==> src/rtl/hamming_pkg.sv <==
`default_nettype none
// ============================================================================
// Module   : hamming_pkg
// Purpose  : Shared types and width helpers for the Hamming-distance
//            accumulator: FSM state encoding, result / popcount / beat
//            counter width calculations.
// Ports    : none (package)
// Revision : 1.0 - initial release
// ============================================================================
package hamming_pkg;

  typedef enum logic [1:0] {
    ST_IDLE = 2'd0,
    ST_ACC  = 2'd1,
    ST_DONE = 2'd2
  } state_e;

  // Bits needed to count the ones in a w-bit vector (0..w inclusive).
  function automatic int popcnt_width(input int w);
    return $clog2(w + 1);
  endfunction

  // Result width: the total can reach w*nb, so it needs room for that value.
  function automatic int ow_calc(input int w, input int nb);
    return $clog2(w * nb + 1);
  endfunction

  // Beat counter width; a single-beat engine still needs one bit of storage.
  function automatic int beat_cnt_width(input int nb);
    return (nb > 1) ? $clog2(nb) : 1;
  endfunction

endpackage : hamming_pkg
`default_nettype wire

==> src/rtl/hamming_acc_seq_if.sv <==
`default_nettype none
// ============================================================================
// Module   : hamming_acc_seq_if
// Purpose  : Framing / stream / result bundle of the Hamming accumulator.
// Ports    : start, thr     - command side (master -> slave)
//            x, y, in_valid - operand beat (master -> slave)
//            in_ready       - beat acceptance (slave -> master)
//            o, done, le_thr- result (slave -> master)
// Revision : 1.0 - initial release
// ============================================================================
interface hamming_acc_seq_if
  import hamming_pkg::*;
#(
  parameter int W      = 8,
  parameter int NBEATS = 2000
);
  localparam int OW = ow_calc(W, NBEATS);

  logic          start;
  logic [OW-1:0] thr;
  logic [W-1:0]  x;
  logic [W-1:0]  y;
  logic          in_valid;
  logic          in_ready;
  logic [OW-1:0] o;
  logic          done;
  logic          le_thr;

  modport master (
    output start, thr, x, y, in_valid,
    input  in_ready, o, done, le_thr
  );

  modport slave (
    input  start, thr, x, y, in_valid,
    output in_ready, o, done, le_thr
  );

endinterface : hamming_acc_seq_if
`default_nettype wire

==> src/rtl/hamming_popcount.sv <==
`default_nettype none
// ============================================================================
// Module   : hamming_popcount
// Purpose  : Combinational population count built as a balanced binary adder
//            tree (recursive halving of the input vector).
// Ports    : din [W-1:0]                 - vector to count
//            cnt [popcnt_width(W)-1:0]   - number of ones in din
// Revision : 1.0 - initial release
// ============================================================================
module hamming_popcount
  import hamming_pkg::*;
#(
  parameter int W = 8
) (
  input  logic [W-1:0]               din,
  output logic [popcnt_width(W)-1:0] cnt
);

  localparam int CW = popcnt_width(W);

  generate
    if (W == 1) begin : g_leaf
      assign cnt = din;
    end else begin : g_node
      // Split into two near-equal halves so tree depth stays ceil(log2 W).
      localparam int WL  = W / 2;
      localparam int WH  = W - WL;
      localparam int CWL = popcnt_width(WL);
      localparam int CWH = popcnt_width(WH);

      logic [CWL-1:0] cnt_lo;
      logic [CWH-1:0] cnt_hi;

      hamming_popcount #(.W(WL)) u_lo (
        .din (din[WL-1:0]),
        .cnt (cnt_lo)
      );

      hamming_popcount #(.W(WH)) u_hi (
        .din (din[W-1:WL]),
        .cnt (cnt_hi)
      );

      assign cnt = CW'(cnt_lo) + CW'(cnt_hi);
    end
  endgenerate

endmodule : hamming_popcount
`default_nettype wire

==> src/rtl/hamming_acc_seq.sv <==
`default_nettype none
// ============================================================================
// Module   : hamming_acc_seq
// Purpose  : Start/done framed sequential Hamming-distance accumulator.
//            Accepts NBEATS beats of W-bit operand pairs, sums the popcount
//            of x^y per accepted beat and reports the total with a registered
//            "total <= threshold" flag.
// Ports    : clk        - rising-edge clock
//            rst        - synchronous reset, active low
//            bus.slave  - start/thr, x/y/in_valid/in_ready, o/done/le_thr
// Revision : 1.0 - initial release
// ============================================================================
module hamming_acc_seq
  import hamming_pkg::*;
#(
  parameter int W      = 8,
  parameter int NBEATS = 2000
) (
  input  logic                clk,
  input  logic                rst,
  hamming_acc_seq_if.slave    bus
);

  localparam int OW    = ow_calc(W, NBEATS);
  localparam int PW    = popcnt_width(W);
  localparam int CNT_W = beat_cnt_width(NBEATS);
  localparam logic [CNT_W-1:0] LAST_BEAT = CNT_W'(NBEATS - 1);

  state_e           state_q, state_d;
  logic [OW-1:0]    o_q, o_d;
  logic [OW-1:0]    thr_q, thr_d;
  logic [CNT_W-1:0] cnt_q, cnt_d;
  logic             le_thr_q, le_thr_d;

  logic [W-1:0]     diff;
  logic [PW-1:0]    pc;
  logic [OW-1:0]    sum_next;
  logic             start_ok;
  logic             accept;
  logic             last_beat;
  logic             in_ready;
  logic             done;

  assign diff = bus.x ^ bus.y;

  hamming_popcount #(.W(W)) u_popcount (
    .din (diff),
    .cnt (pc)
  );

  // start is only meaningful outside ACC; a start mid-computation is dropped.
  assign start_ok  = bus.start && ((state_q == ST_IDLE) || (state_q == ST_DONE));
  assign accept    = bus.in_valid && in_ready;
  assign last_beat = (cnt_q == LAST_BEAT);
  assign sum_next  = o_q + OW'(pc);

  // ---------------------------------------------------------------- FSM ----
  always_ff @(posedge clk) begin
    if (!rst) begin
      state_q <= ST_IDLE;
    end else begin
      state_q <= state_d;
    end
  end

  always_comb begin
    state_d = state_q;
    case (state_q)
      ST_IDLE: if (start_ok)             state_d = ST_ACC;
      ST_ACC:  if (accept && last_beat)  state_d = ST_DONE;
      ST_DONE: if (start_ok)             state_d = ST_ACC;
      default:                           state_d = ST_IDLE;
    endcase
  end

  // in_ready is a pure function of state, never of in_valid.
  always_comb begin
    in_ready = 1'b0;
    done     = 1'b0;
    case (state_q)
      ST_ACC:  in_ready = 1'b1;
      ST_DONE: done     = 1'b1;
      default: ;
    endcase
  end

  // ----------------------------------------------------------- datapath ----
  always_comb begin
    o_d      = o_q;
    thr_d    = thr_q;
    cnt_d    = cnt_q;
    le_thr_d = le_thr_q;
    if (start_ok) begin
      o_d      = '0;
      thr_d    = bus.thr;
      cnt_d    = '0;
      le_thr_d = 1'b0;
    end else if (accept) begin
      o_d   = sum_next;
      cnt_d = cnt_q + 1'b1;
      // Flag is captured on the same edge that enters DONE, from the final sum.
      if (last_beat) begin
        le_thr_d = (sum_next <= thr_q);
      end
    end
  end

  always_ff @(posedge clk) begin
    if (!rst) begin
      o_q      <= '0;
      thr_q    <= '0;
      cnt_q    <= '0;
      le_thr_q <= 1'b0;
    end else begin
      o_q      <= o_d;
      thr_q    <= thr_d;
      cnt_q    <= cnt_d;
      le_thr_q <= le_thr_d;
    end
  end

  assign bus.in_ready = in_ready;
  assign bus.done     = done;
  assign bus.o        = o_q;
  assign bus.le_thr   = le_thr_q;

endmodule : hamming_acc_seq
`default_nettype wire
==> src/flat_wrapper.sv <==
// flat-port wrapper written by rule: the top's interface ports become plain ports
module hamming_acc_seq_flat import hamming_pkg::*;
#(
  parameter int W      = 8,
  parameter int NBEATS = 2000
)
  (clk, rst, bus_start, bus_thr, bus_x, bus_y, bus_in_valid, bus_in_ready, bus_o, bus_done, bus_le_thr);
  hamming_acc_seq_if #(.W(W), .NBEATS(NBEATS)) bus_i ();
  input  logic clk;
  input  logic rst;
  input wire logic [$bits(bus_i.start)-1:0] bus_start;
  input wire logic [$bits(bus_i.thr)-1:0] bus_thr;
  input wire logic [$bits(bus_i.x)-1:0] bus_x;
  input wire logic [$bits(bus_i.y)-1:0] bus_y;
  input wire logic [$bits(bus_i.in_valid)-1:0] bus_in_valid;
  output wire logic [$bits(bus_i.in_ready)-1:0] bus_in_ready;
  output wire logic [$bits(bus_i.o)-1:0] bus_o;
  output wire logic [$bits(bus_i.done)-1:0] bus_done;
  output wire logic [$bits(bus_i.le_thr)-1:0] bus_le_thr;
  assign bus_i.start = bus_start;
  assign bus_i.thr = bus_thr;
  assign bus_i.x = bus_x;
  assign bus_i.y = bus_y;
  assign bus_i.in_valid = bus_in_valid;
  assign bus_in_ready = bus_i.in_ready;
  assign bus_o = bus_i.o;
  assign bus_done = bus_i.done;
  assign bus_le_thr = bus_i.le_thr;
  hamming_acc_seq #(.W(W), .NBEATS(NBEATS)) u_core (.clk(clk), .rst(rst), .bus(bus_i));
endmodule
==> config.mk <==
export PLATFORM = sky130hd
export DESIGN_NAME = hamming_acc_seq_flat
export DESIGN_NICKNAME = d
export VERILOG_FILES = /design/src/rtl/hamming_pkg.sv /design/src/rtl/hamming_acc_seq_if.sv /design/src/rtl/hamming_popcount.sv /design/src/rtl/hamming_acc_seq.sv /design/src/flat_wrapper.sv
export SDC_FILE = /design/constraint.sdc
export NUM_CORES = 1
export LEC_CHECK = 0
export ABC_AREA = 1
export CAP_MARGIN = 20
export CORE_UTILIZATION = 45
export CTS_BUF_LIST = sky130_fd_sc_hd__clkbuf_16
export DETAILED_ROUTE_END_ITERATION = 16
export HOLD_SLACK_MARGIN = 0.15
export MAX_ROUTING_LAYER = met4
export PLACE_DENSITY_LB_ADDON = 0.2
export SLEW_MARGIN = 20
export SYNTH_ARGS = -nofsm -noshare
export SYNTH_HDL_FRONTEND = slang
export SYNTH_SLANG_ARGS = --single-unit
==> constraint.sdc <==
create_clock -name clk -period 6.16 [get_ports clk]
set_input_delay 1.54 -clock clk [delete_from_list [all_inputs] [get_ports clk]]
set_output_delay 1.54 -clock clk [all_outputs]
set_load 0.1 [all_outputs]
# Yosys cells after proc, flatten, opt, wreduce, memory -nomap -nowiden
# Index checks and enable logic that the tools add are counted.
# W data, S select, Z words.
# totals
regBits	42
out_inout_bits	17
# op_classes
addsub	9
order_cmp	1
n_eq_ne	5
muxes	5
bitwise_logic	2
n_reduce_logical	9
# op_table
operator	n
$add A14 B4 Y14	1
$le A14 B14 Y1	1
$add A11 B1 Y11 const B	1
$eq A11 B11 Y1 const B	1
$add A1 B1 Y2	4
$xor A8 B8 Y8	1
$add A2 B2 Y3	2
$add A3 B3 Y4	1
$mux W2	2
$ne A2 B1 Y1 const B	2
$pmux W2 S2	1
$reduce_and A2 Y1	2
$reduce_or A2 Y1	2
$logic_and A1 B1 Y1	3
$eq A2 B1 Y1 const B	1
$eq A2 B2 Y1 const B	1
$logic_not A2 Y1	1
$mux W1	2
$logic_or A1 B1 Y1	1
$not A1 Y1	1

# Longest topological paths before layout
# Gate-level depths: netlist (run 1).
# depth
ltp_word	6
mapped_depth	23

# Hierarchy
# From an unflattened synthesis (run 1), not the netlist that was laid out.
# hier_totals
cells_unflattened	416
hier_area_um2	2866.5
# modules_own_cells
module	instances	cells_each	area_each_um2	seq_area_each_um2
hamming_acc_seq	1	377	2555.0	840.8
hamming_popcount at u_core.u_popcount.g_node.u_hi ...	2	7	51.3	0.0
hamming_popcount at u_core.u_popcount	1	13	98.8	0.0
hamming_popcount at u_core.u_popcount.g_node.u_hi.g_node.u_hi.g_node.u_hi ...	8	1	7.5	0.0
hamming_popcount at u_core.u_popcount.g_node.u_hi.g_node.u_hi ...	4	1	12.5	0.0

# Worst setup path after synthesis (run 1)
# No wires, ideal clock.
# synth_timing
path_kind	input to register
start	in bus_x[0]
end	reg u_core.le_thr_q, in the netlist u_core.bus.le_thr
setup_ns	0.070
t_arrival_ns	5.493
required_time_ns	6.090
path_slack_ns	0.597
stages	22
cell_sequence	xnor2_1 fa_1 inv_1 fa_1 inv_1 fa_1 inv_1 fa_1 fa_1 inv_1 o21ai_2 nand3_1 nand2_1 nand2_1 inv_1 ha_1 nand2_1 nor2_1 nand4_1 nor2_1 nor2_1 a21oi_1
# synth_between
elab_chain_len	6
# synth_lines
element	line	text
start: declaration	flat_wrapper.sv:13	input wire logic [$bits(bus_i.x)-1:0] bus_x;
$xor A8 B8 Y8	hamming_acc_seq.sv:44	assign diff = bus.x ^ bus.y;
$add A1 B1 Y2	hamming_popcount.sv:44	assign cnt = CW'(cnt_lo) + CW'(cnt_hi);
$add A2 B2 Y3	hamming_popcount.sv:44	
$add A3 B3 Y4	hamming_popcount.sv:44	
$add A14 B4 Y14	hamming_acc_seq.sv:55	assign sum_next = o_q + OW'(pc);
net u_core.sum_next[12]	hamming_acc_seq.sv:37	logic [OW-1:0] sum_next;
$le A14 B14 Y1	hamming_acc_seq.sv:103	le_thr_d = (sum_next <= thr_q);
end signal: assignment	hamming_acc_seq.sv:118	le_thr_q <= le_thr_d;
end: declaration	hamming_acc_seq.sv:33	logic le_thr_q, le_thr_d;
# The timed path passes the listed nets, and every way through them passes these cells.
# A chain may end at the register's enable or synchronous reset.

# Final worst setup path (run 1)
# Same ends and word-level chain as after synthesis.

==> results of run 1 <==
[metrics by stage]
step / std cells / setup slack (ps) / util, %
after CTS: 510 / 296 / 60.2
final: 510 / 317 / 60.2
after global placement: 502 / 111 / 57.7
after detailed placement: 502 / 8.27 / 57.7
after global routing: 510 / 14.8 / 60.2
after floorplan: 386 / 597 / -
[cells by family (layout without fill, tap and decap cells)]
logic type | after synthesis | count (layout) | share of synthesized area [%]
buf+inv | 80 | 132 | 11.6
xor+xnor | 12 | 12 | 4.18
compound gates | 74 | 74 | 14.5
simple gates | 152 | 152 | 25.0
flops | 42 | 42 | 31.2
fa+ha+maj | 26 | 26 | 13.5
[routing by layer]
layer | GRT usage [%] | vias to the layer above | share of wire [%]
met2 | 30.7 | 67 | 41
met5 | - | - | 0
li1 | - | 1335 | -
met3 | 4.14 | 6 | 5.1
met1 | 28.3 | 1072 | 52
met4 | 6.55 | 0 | 1.4
[layout by cell type, fill, tap and decap left out, types with 6 or more instances in the layout]
cell             instances
xor2_1                   6
nor2_1                  27
clkdlybuf4s50_1         50
nand3_1                 26
dfxtp_1                 42
ha_1                    21
a21oi_1                 38
inv_1                   70
nor3_1                   6
o21ai_0                 28
nand2_1                 79
[worst register-to-register path, stage by stage (launching register included)]
cell,delay [ps]
dfxtp_1,340
fa_1,540
inv_1,50
fa_1,520
inv_1,50
fa_1,460
fa_1,410
inv_1,80
o21ai_2,130
nand3_1,100
nand2_1,50
nand2_1,90
inv_1,50
ha_1,260
nand2_1,60
nor2_1,140
nand4_1,120
nor2_1,100
nor2_1,50
a21oi_1,130
[state kept, by name, summed over array words and instances, names as in the netlist]
register and count:
u_core.bus.o 14, u_core.cnt_q 11, u_core.bus.le_thr 1, u_core.state_q 2, u_core.thr_q 14
[report_power, final]
group,total [W],switching [W],internal (W)
sequential,0.000292,0.00000807,0.000284
clock,0.000252,0.000104,0.000148
combinational,0.000273,0.000163,0.000110
total,0.000817,0.000275,0.000542
[how the worst max path moves through the flow]
| stage | slack, ps | to | cells past startpoint |
|---|---|---|---|
| 2_1_floorplan | 600 | u_core.bus.le_thr | 22 |
| 3_3_place_gp | 110 | u_core.bus.le_thr | 23 |
| 3_5_place_dp | 8 | u_core.bus.le_thr | 23 |
| 4_1_cts | 300 | u_core.bus.le_thr | 23 |
| 5_1_grt | 10 | u_core.bus.le_thr | 23 |
| 6_report | 320 | u_core.bus.le_thr | 23 |
[final cells by class]
cell class | instances | share of cell area (%)
flip-flops and latches | 42 | 24.7
clock buffers | 5 | 3.68
clock inverters | 3 | 0.479
multi-input cells | 264 | 45.3
inverters | 72 | 7.95
well taps | 72 | 2.65
repair buffers | 52 | 15.2
==> key figures, run 1 <==
Run status
  • Status: finished, final reports clean

Clock network
  • Max Buffers Root-to-Sink: 2
  • TritonCTS clock tree: yes
  • Clock Pin Slew Worst Setup and Hold Paths: 60 ps
  • TritonCTS buffer count: 5
  • H-tree Lvls: 2
  • Skew-Pair Late Insertion Delay: 280 ps
  • Clock tree sinks: 42
  • Hold_buf cts: 0
  • CTS root buf: clkbuf_16
  • Post-CTS Setup Bufs: 0
  • Resize count post-CTS: 0

Layout
  • Sequential cell area: 841 µm²
  • Final antenna diode count: 0
  • Multi-input gate area: 1540 µm²
  • Nets: 497
  • Layout cell share with drive strength beyond 1: 4.57%
  • Final non-filler cell area: 3400 µm²
  • Area Growth Syn to Fin: 26.2%
  • Layout fillers: 534

Synthesis
  • Post-synth top area cell: dfxtp_1
  • Synth area leaders: dfxtp_1 (31%), nand2_1 (11%), ha_1 (9.8%), inv_1 (9.8%), a21oi_1 (7.1%)
  • Share of the synthesized area in the top cell type: 31.2%
  • Synth cell types: 29
  • Cell with the most instances after synthesis: nand2_1
  • Mapped cell area: 2690 µm²
  • Synth cell count leaders: nand2_1 (79), inv_1 (70), dfxtp_1 (42)
  • Top FF cell, synth: dfxtp_1
  • Post-synth EDFFs: 0
  • Syn Area/Cell: 6.98 µm²
  • YS warnings: 0
  • Synth Instances: 386
  • Ys async rst share: 0%
  • Mapped Nets: 446
  • Seq/Total Area, Yosys: 31.2%
  • Post-synthesis sequential element count: 42

Place
  • Port Buffers: 50
  • GP Congestion: 0.836
  • Post-DP HPWL: 4480 µm
  • Post-DP Area: 3260 µm²

Timing
  • Final setup fails: 0
  • Hold slack: 449 ps
  • Setup TNS: 0 ps
  • Slew HR: 34.0%
  • Period utilization: 94.8%
  • Final Critical Period: 5840 ps
  • RSZ-0062 raised after global routing: false
  • Peak Freq: 0.171 GHz
  • Least-Margin Pin Slew: 987 ps
  • Hold Fails Final Rpt: 0
  • Worst Skew: 5.39 ps
  • Max Transition Viols Final: 0

Critical path
  • R2R cell count: 19
  • Delay-heaviest family, CP: adder cells
  • CP startpoint kind: primary input
  • Slowest cell on the critical path: fa_1
  • Worst Setup SP: bus_x[0]
  • WP buf/inv: 6
  • Reg2reg setup slack: 2350 ps
  • Worst Path Required: 6380 ps
  • CP Class: in -> reg
  • Crit. End Element: register
  • Worst path max stage delay: 530 ps
  • Cells along the critical path: clkdlybuf4s50_1 > xnor2_1 > fa_1 > inv_1 > fa_1 > inv_1 > fa_1 > inv_1 > fa_1 > fa_1 > inv_1 > o21ai_2 > nand3_1 > nand2_1 > nand2_1 > inv_1 > ha_1 > nand2_1 > nor2_1 > nand4_1 > nor2_1 > nor2_1 > a21oi_1
  • Crit path max fanout: 8
  • Reg2reg end: u_core.bus.le_thr
  • Worst r2r src: u_core.bus.o[0]
  • Crit path arrival time: 6060 ps

Hold path
  • Min-Delay Path Depth: 2
  • Hold Path Class: reg -> reg
  • WHS Endpoint: u_core.cnt_q[9]
  • Origin of the worst min-delay path: u_core.cnt_q[9]

Route
  • Via count: 2480
  • Avg Vias per Cell: 4.86
  • First drt pass iteration count: 4
  • Residual DRC: 0
  • Routed WL: 5750 µm
  • DR iter-0 viols: 69
  • ANT nets after route: 0
  • Wire per inst: 11.3 µm

Floorplanning
  • Io pins: 51
  • Die width: 79.4 µm
  • Core Region: 5640 µm²
  • Starting Density: 47.7%
  • Die Y: 79.4 µm
  • Area of the die: 6300 µm²
  • Std-Cell Rows: 27

Pwr
  • PwrDens: 240 nW/µm²
  • Power, Total: 0.000817 W
  • Peak supply drop: 178 µV
  • Leak: 1.58 nW

Global routing
  • Gr usage total: 20.7%
  • Number of global-route vias before repair: 2225
  • Initial antenna violation count: 0
  • First-pass GRT wire length: 9860 µm
  • Largest net degree at the start of global routing: 29
  • Total gr overflow: 0

Job
  • Number of max-cap violations: 0
No activity file was read; power rests on OpenSTA's default activity.
==> run 2: changes to the inputs <==
--- a/config.mk
+++ b/config.mk
@@ -7,12 +7,13 @@
 export LEC_CHECK = 0
 export ABC_AREA = 1
 export CAP_MARGIN = 20
-export CORE_UTILIZATION = 45
+export CORE_UTILIZATION = 50
 export CTS_BUF_LIST = sky130_fd_sc_hd__clkbuf_16
 export DETAILED_ROUTE_END_ITERATION = 16
 export HOLD_SLACK_MARGIN = 0.15
 export MAX_ROUTING_LAYER = met4
 export PLACE_DENSITY_LB_ADDON = 0.2
+export SETUP_SLACK_MARGIN = 0.02
 export SLEW_MARGIN = 20
 export SYNTH_ARGS = -nofsm -noshare
 export SYNTH_HDL_FRONTEND = slang
==> run 2 against run 1 <==
Net effect:
- via count down 0.24%
- die area shrank 9.8%
- largest cell class unchanged
- maximum frequency is 0.89% higher
- highest routed layer unchanged
- worst hold slack improved by 5.1 ps
- largest power group unchanged
- critical endpoint unchanged
- global-route usage is 2.3 points higher
- sequential cell count unchanged
- sequential share of layout area about the same
==> key figures, run 2 (synthesis results as in run 1) <==
Route
  • First drt pass iteration count: 4 (unchanged)
  • Wire per inst: 11.7 µm (+3.6%)
  • Met2 routed wirelength: 3010 µm (+26%)
  • ANT nets after route: 0 (unchanged)
  • Metal1 wirelength: 2580 µm (-14%)
  • Routed WL: 5930 µm (+3.0%)
  • Residual DRC: 0 (unchanged)
  • DR iter-0 viols: 102 (+48%)
  • Max layer used: met4
  • Avg Vias per Cell: 4.88 (+0.35%)
  • Met3 WL: 272 µm (-8.1%)
  • Via count: 2474 (-0.24%)

Layout
  • Area Growth Syn to Fin: 26.1% (about the same)
  • Layout cell share with drive strength beyond 1: 4.81% (+0.24 points)
  • Final non-filler cell total: 507 (-0.59%)
  • Final antenna diode count: 0 (unchanged)
  • Nets: 498 (+0.20%)
  • Commonest non-fill, non-tap cell in the layout: nand2_1
  • Most frequent cells in the layout: nand2_1 (79), inv_1 (70), clkdlybuf4s50_1 (50), dfxtp_1 (42), a21oi_1 (38)
  • Post-Route Utilization: 66.1% (+5.8 points)
  • Layout fillers: 471 (-12%)

Critical path
  • Crit. End Element: register
  • Crit path arrival time: 6000 ps (-60 ps)
  • Reg2reg setup slack: 2420 ps (+70 ps)
  • Crit path max fanout: 8 (unchanged)
  • CP startpoint kind: primary input
  • Reg2reg end: u_core.bus.le_thr
  • Worst Path Required: 6370 ps (about the same)
  • Worst r2r src: u_core.bus.o[0]
  • R2R cell count: 19 (unchanged)
  • CP Class: in -> reg

Clock network
  • Max Buffers Root-to-Sink: 2 (unchanged)
  • Clock Pin Slew Worst Setup and Hold Paths: 50 ps (about the same)
  • TritonCTS buffer count: 5 (unchanged)
  • Skew-Pair Late Insertion Delay: 280 ps (about the same)
  • TritonCTS clock tree: yes
  • Clock tree sinks: 42 (unchanged)
  • H-tree Lvls: 2 (unchanged)
  • Hold_buf cts: 0 (unchanged)
  • CTS root buf: clkbuf_16

Place
  • Dpl cells: 501 (-0.20%)
  • Port Buffers: 50 (unchanged)
  • GP Congestion: 0.894 (+6.9%)
  • Post-DP HPWL: 4570 µm (+1.9%)

Timing
  • Least-Margin Pin Slew: 1020 ps (+34.9 ps)
  • Final setup fails: 0 (unchanged)
  • Max Transition Viols Final: 0 (unchanged)
  • Slew HR: 31.6% (-2.3 points)
  • Worst Skew: 2.85 ps (-2.55 ps)
  • Hold Fails Final Rpt: 0 (unchanged)
  • Peak Freq: 0.173 GHz (+0.89%)
  • Setup TNS: 0 ps (unchanged)
  • RSZ-0062 raised after global routing: false
  • Final Critical Period: 5790 ps (-51.7 ps)
  • Period utilization: 94.0% (-0.84 points)
  • Hold slack: 454 ps (+5.13 ps)

Floorplanning
  • Std-Cell Rows: 26 (-3.7%)
  • Area of the die: 5680 µm² (-9.8%)
  • Die Y: 75.4 µm (-5.0%)
  • Starting Density: 52.4% (+4.7 points)
  • Die width: 75.4 µm (-5.0%)
  • Core Region: 5140 µm² (-8.9%)
  • Io pins: 51 (unchanged)

Global routing
  • First-pass GRT wire length: 9520 µm (-3.4%)
  • Largest net degree at the start of global routing: 29 (unchanged)
  • Gr usage total: 23.0% (+2.3 points)
  • Total gr overflow: 0 (unchanged)
  • Initial antenna violation count: 0 (unchanged)
  • Number of global-route vias before repair: 2197 (-1.3%)

Pwr
  • Power, Total: 0.000809 W (-0.96%)
  • Leak: 1.58 nW (about the same)
  • Peak supply drop: 152 µV (-14%)
  • PwrDens: 238 nW/µm² (-0.89%)

Hold path
  • Origin of the worst min-delay path: u_core.cnt_q[9]
  • Hold Path Class: reg -> reg
  • Min-Delay Path Depth: 2 (unchanged)
  • WHS Endpoint: u_core.cnt_q[9]

Run status
  • Status: finished, final reports clean

Job
  • Number of max-cap violations: 0 (unchanged)
## run 2: cell types whose count changed in the layout (fill, tap and decap cells not counted), sizes merged
cell	change
clkinv	-1
clkinvlp	-1
buf	+1
## run 2: how the worst max path moves through the flow
stage / endpoint / slack, ps / start / cells after the start
2_1_floorplan: u_core.bus.le_thr / 600 / bus_x[0] / 22
3_3_place_gp: u_core.bus.le_thr / 110 / bus_y[0] / 23
4_1_cts: u_core.bus.le_thr / 280 / bus_y[0] / 23
3_5_place_dp: u_core.bus.le_thr / 20 / bus_y[0] / 23
5_1_grt: u_core.bus.le_thr / 70 / bus_x[0] / 23
6_report: u_core.bus.le_thr / 370 / bus_y[0] / 23
## run 2: repair_timing
item / in CTS / in global routing
buffers inserted: 0 / 0
setup endpoints to repair: 0 / 1
gates resized for setup: 0 / 2
## run 2: through the flow
| stage | instance area [µm²] | setup WS (ps) |
|---|---|---|
| 6_report | 3400 | 369 |
| 2_1_floorplan | 2690 | 597 |
| 3_5_place_dp | 3260 | 18.3 |
| 5_1_grt | 3400 | 66.3 |
| 3_3_place_gp | 3260 | 115 |
| 4_1_cts | 3390 | 279 |
## run 2: worst max-delay path: stages
cell,delay (ps)
clkdlybuf4s50_1,420
xnor2_1,150
fa_1,540
inv_1,50
fa_1,500
inv_1,60
fa_1,530
inv_1,60
fa_2,400
fa_1,390
inv_1,80
o21ai_2,130
nand3_1,100
nand2_1,50
nand2_1,90
inv_1,50
ha_1,260
nand2_1,70
nor2_2,130
nand4_1,120
nor2_1,100
nor2_1,50
a21oi_1,130
## run 2: layout make-up
type / instances / area (µm²) / share of cell area (%)
Sequential cell: 42 / 841 / 24.8
Timing Repair Buffer: 53 / 523 / 15.4
Clock inverter: 1 / 3.75 / 0.111
Inverter: 72 / 270 / 7.96
Clock buffer: 5 / 125 / 3.68
Multi-Input combinational cell: 264 / 1550 / 45.5
Tap cell: 70 / 87.6 / 2.58
## run 2: metal layers
metal	track usage, %	vias to the layer above
met2	40.9	46
met3	3.70	7
met1	26.9	1082
met4	6.17	0
met5	-	-
li1	-	1339
## run 2: power by group
part / leakage [nW] / switching (W) / internal [W]
sequential: 0.343 / 0.00000775 / 0.000284
clock: 0.0632 / 0.0000953 / 0.000144
combinational: 1.18 / 0.000166 / 0.000111
total: 1.58 / 0.000269 / 0.000540
==> run 3: changes to the inputs <==
--- a/config.mk
+++ b/config.mk
@@ -12,9 +12,10 @@
 export DETAILED_ROUTE_END_ITERATION = 16
 export HOLD_SLACK_MARGIN = 0.15
 export MAX_ROUTING_LAYER = met4
-export PLACE_DENSITY_LB_ADDON = 0.2
+export PLACE_DENSITY = 0.76
 export SETUP_SLACK_MARGIN = 0.02
-export SLEW_MARGIN = 20
+export SLEW_MARGIN = 10
 export SYNTH_ARGS = -nofsm -noshare
 export SYNTH_HDL_FRONTEND = slang
+export SYNTH_HIERARCHICAL = 1
 export SYNTH_SLANG_ARGS = --single-unit
==> run 3 against run 2 <==
Net effect:
- final cell count is 4.7% higher
- maximum frequency grew 2.1%
- synthesized cell count up 7.8%
- final area grew 3.2%
- critical endpoint is now u_core/bus.le_thr
- clock skew is 0.97 ps higher
- via count up 7.2%
- worst setup slack improved by 120 ps
- largest cell class unchanged
- area after synthesis grew 6.5%
- critical path depth rose by 1
- die area rose by 6.3%
- critical path type unchanged
- sequential cell count did not move
==> key figures, run 3 <==
Run status
  • Status: finished, final reports clean

Route
  • First drt pass iteration count: 4 (unchanged)
  • DR iter-0 viols: 148 (+45%)
  • Routed WL: 5900 µm (-0.47%)
  • Wire per inst: 11.1 µm (-5.0%)
  • ANT nets after route: 0 (unchanged)
  • Avg Vias per Cell: 4.99 (+2.3%)
  • Residual DRC: 0 (unchanged)
  • Via count: 2651 (+7.2%)

Global routing
  • Number of global-route vias before repair: 2280 (+3.8%)
  • Total gr overflow: 0 (unchanged)
  • Largest net degree at the start of global routing: 29 (unchanged)
  • GRT busiest layer: met2
  • First-pass GRT wire length: 9760 µm (+2.5%)
  • Met3 usage in global routing: 4.35% (+0.65 points)
  • Initial antenna violation count: 0 (unchanged)
  • Gr usage total: 21.0% (-2.0 points)
  • Grt met1 use: 26.5% (-0.34 points)
  • Met2 Use GR: 33.4% (-7.5 points)

Synthesis
  • Cell with the most instances after synthesis: inv_1
  • Post-synth EDFFs: 0 (unchanged)
  • Mapped cell area: 2870 µm² (+6.5%)
  • YS warnings: 6 (+6)
  • Synth cell types: 26 (-10%)
  • Post-synthesis sequential element count: 42 (unchanged)
  • Syn Area/Cell: 6.89 µm² (-1.2%)
  • Mapped Nets: 482 (+8.1%)
  • Synth area leaders: dfxtp_1 (29%), ha_1 (12%), inv_1 (11%), nand2_1 (10%), a21oi_1 (7.0%)
  • Seq/Total Area, Yosys: 29.3% (-1.9 points)
  • Post-synth top area cell: dfxtp_1
  • Synth cell count leaders: inv_1 (85), nand2_1 (79), dfxtp_1 (42)
  • Ys async rst share: 0% (unchanged)
  • Share of the synthesized area in the top cell type: 29.3% (-1.9 points)
  • Synth Instances: 416 (+7.8%)
  • Top FF cell, synth: dfxtp_1

Clock network
  • Hold_buf cts: 0 (unchanged)
  • CTS root buf: clkbuf_16
  • TritonCTS clock tree: yes
  • Post-CTS Setup Bufs: 0 (unchanged)
  • TritonCTS buffer count: 5 (unchanged)
  • Max Buffers Root-to-Sink: 2 (unchanged)
  • H-tree Lvls: 2 (unchanged)
  • Clock tree sinks: 42 (unchanged)
  • Resize count post-CTS: 0 (unchanged)
  • Skew-Pair Late Insertion Delay: 280 ps (about the same)
  • Clock Pin Slew Worst Setup and Hold Paths: 60 ps (about the same)

Pwr
  • Sequential share of power: 33.3% (-2.8 points)
  • Clock power frac: 28.1% (-1.5 points)
  • Switching share of power: 35.9% (+2.6 points)
  • Comb power frac: 38.6% (+4.3 points)
  • PwrDens: 250 nW/µm² (+4.9%)
  • Peak supply drop: 128 µV (-16%)
  • Cell Int Power: 0.000562 W (+4.1%)
  • Psw: 0.000315 W (+17%)
  • Leak: 1.69 nW (+6.8%)

Critical path
  • Worst r2r src: u_core/bus.o[0]
  • CP startpoint kind: primary input
  • Worst Setup SP: bus_x[0]
  • Worst Path Required: 6370 ps (about the same)
  • Crit path arrival time: 5880 ps (-120 ps)
  • Crit path max fanout: 8 (unchanged)
  • Cells along the critical path: clkdlybuf4s50_1 > xor2_1 > ha_1 > ha_1 > inv_1 > fa_1 > inv_1 > inv_1 > fa_1 > inv_1 > inv_1 > fa_1 > nand3b_1 > nand2_1 > nand2_1 > o21ai_0 > nand2_1 > ha_1 > nand2_1 > nor2_1 > nand2_1 > nor2_1 > nor2_1 > a21oi_1
  • Slowest cell on the critical path: clkdlybuf4s50_1
  • Crit. End Element: register
  • Worst path max stage delay: 470 ps (-70 ps)
  • CP Class: in -> reg

Place
  • GP Congestion: 0.854 (-4.4%)
  • Port Buffers: 50 (unchanged)
  • Post-DP HPWL: 4640 µm (+1.7%)
  • Post-DP Area: 3370 µm² (+3.3%)

Timing
  • RSZ-0062 raised after global routing: false
  • Setup TNS: 0 ps (unchanged)
  • Slew HR: 34.6% (+2.9 points)
  • Max Transition Viols Final: 0 (unchanged)
  • Final setup fails: 0 (unchanged)
  • Worst Skew: 3.82 ps (+0.974 ps)
  • Peak Freq: 0.176 GHz (+2.1%)
  • Hold Fails Final Rpt: 0 (unchanged)
  • Least-Margin Pin Slew: 978 ps (-44.0 ps)
  • Final Critical Period: 5670 ps (-118 ps)
  • Period utilization: 92.1% (-1.9 points)

Floorplanning
  • Core Region: 5510 µm² (+7.1%)
  • Die Y: 77.7 µm (+3.1%)
  • Starting Density: 52.1% (-0.33 points)
  • Std-Cell Rows: 27 (+3.8%)
  • Area of the die: 6040 µm² (+6.3%)
  • Die width: 77.7 µm (+3.1%)
  • Io pins: 51 (unchanged)

Layout
  • Layout cell share with drive strength beyond 1: 3.27% (-1.5 points)
  • Area Growth Syn to Fin: 22.3%
  • Layout fillers: 504 (+7.0%)
  • Post-Route Utilization: 63.7% (-2.4 points)
  • Commonest non-fill, non-tap cell in the layout: inv_1
  • Final non-filler cell area: 3510 µm² (+3.2%)
  • Nets: 524 (+5.2%)
  • Most frequent cells in the layout: inv_1 (86), nand2_1 (79), clkdlybuf4s50_1 (50), dfxtp_1 (42), a21oi_1 (40)
  • Final antenna diode count: 0 (unchanged)

Hold path
  • Origin of the worst min-delay path: u_core/thr_q[7]
  • Hold Path Class: reg -> reg

Job
  • Number of max-cap violations: 0 (unchanged)
run 3: changes by cell type in the layout (fill, tap and decap cells not counted), moves of 3 or more:
| cell | before | now |
|---|---|---|
| inv_1 | 70 | 86 |
| ha_1 | 21 | 28 |
| nor2_1 | 26 | 23 |
| xnor2_1 | 5 | 2 |
| nand3_1 | 26 | 34 |
| xor2_1 | 6 | 12 |
| nor3_1 | 6 | 2 |
| buf_4 | 3 | 0 |
run 3: area by class of cell:
cell class,instances,area [µm²],area share (%)
clock buffer,5,125,3.57
tap,72,90.1,2.57
clock inverter,3,12.5,0.357
inverter,88,330,9.42
sequential,42,841,24.0
multi-input combinational,271,1610,45.8
timing repair buffer,50,500,14.3
run 3: worst paths after layout:
| check | end | slack (ps) | cells past startpoint |
|---|---|---|---|
| max | u_core/bus.le_thr | 490 | 24 |
| min | u_core/thr_q[7] | 460 | 2 |
| max reg2reg | u_core/bus.le_thr | 3370 | 15 |
| min reg2reg | u_core/thr_q[7] | 460 | 2 |
run 3: layer usage:
| layer | share of wire [%] | vias to the layer above |
|---|---|---|
| met5 | 0 | - |
| met4 | 1.4 | 0 |
| met3 | 6.0 | 11 |
| met2 | 45 | 70 |
| met1 | 48 | 1183 |
| li1 | - | 1387 |
run 3: cells by family after synthesis:
group	synth area share, %
flops	29.3
buf+inv	14.6
xor+xnor	4.28
simple gates	24.1
compound gates	12.7
fa+ha+maj	15.0
run 3: metrics by stage:
step | hold slack (ps) | power (W) | setup WS [ps] | std cells
6_report | 461 | 0.000877 | 487 | 531
5_1_grt | 486 | 0.000945 | 172 | 531
4_1_cts | 463 | 0.000883 | 514 | 531
3_5_place_dp | 453 | 0.000638 | 226 | 523
3_3_place_gp | 446 | 0.000625 | 339 | 523
2_1_floorplan | 435 | 0.000557 | 852 | 416
run 3: power by group through the flow:
stage	Clock (W)	Combinational, W	Sequential (W)
after global routing	0.000263	0.000388	0.000293
after global placement	0	0.000327	0.000298
after floorplan	0	0.000232	0.000325
after detailed placement	0	0.000340	0.000298
final	0.000246	0.000338	0.000292
after CTS	0.000250	0.000341	0.000292
run 3: worst max-delay path, delay by kind of cell:
kind | cells | cell delay [ps]
AOI/OAI and AO/OA | 2 | 360
xor gates and xnor gates | 1 | 160
adders and majority gates | 6 | 2010
buffers and inverters | 6 | 830
and+or+nand+nor | 9 | 960
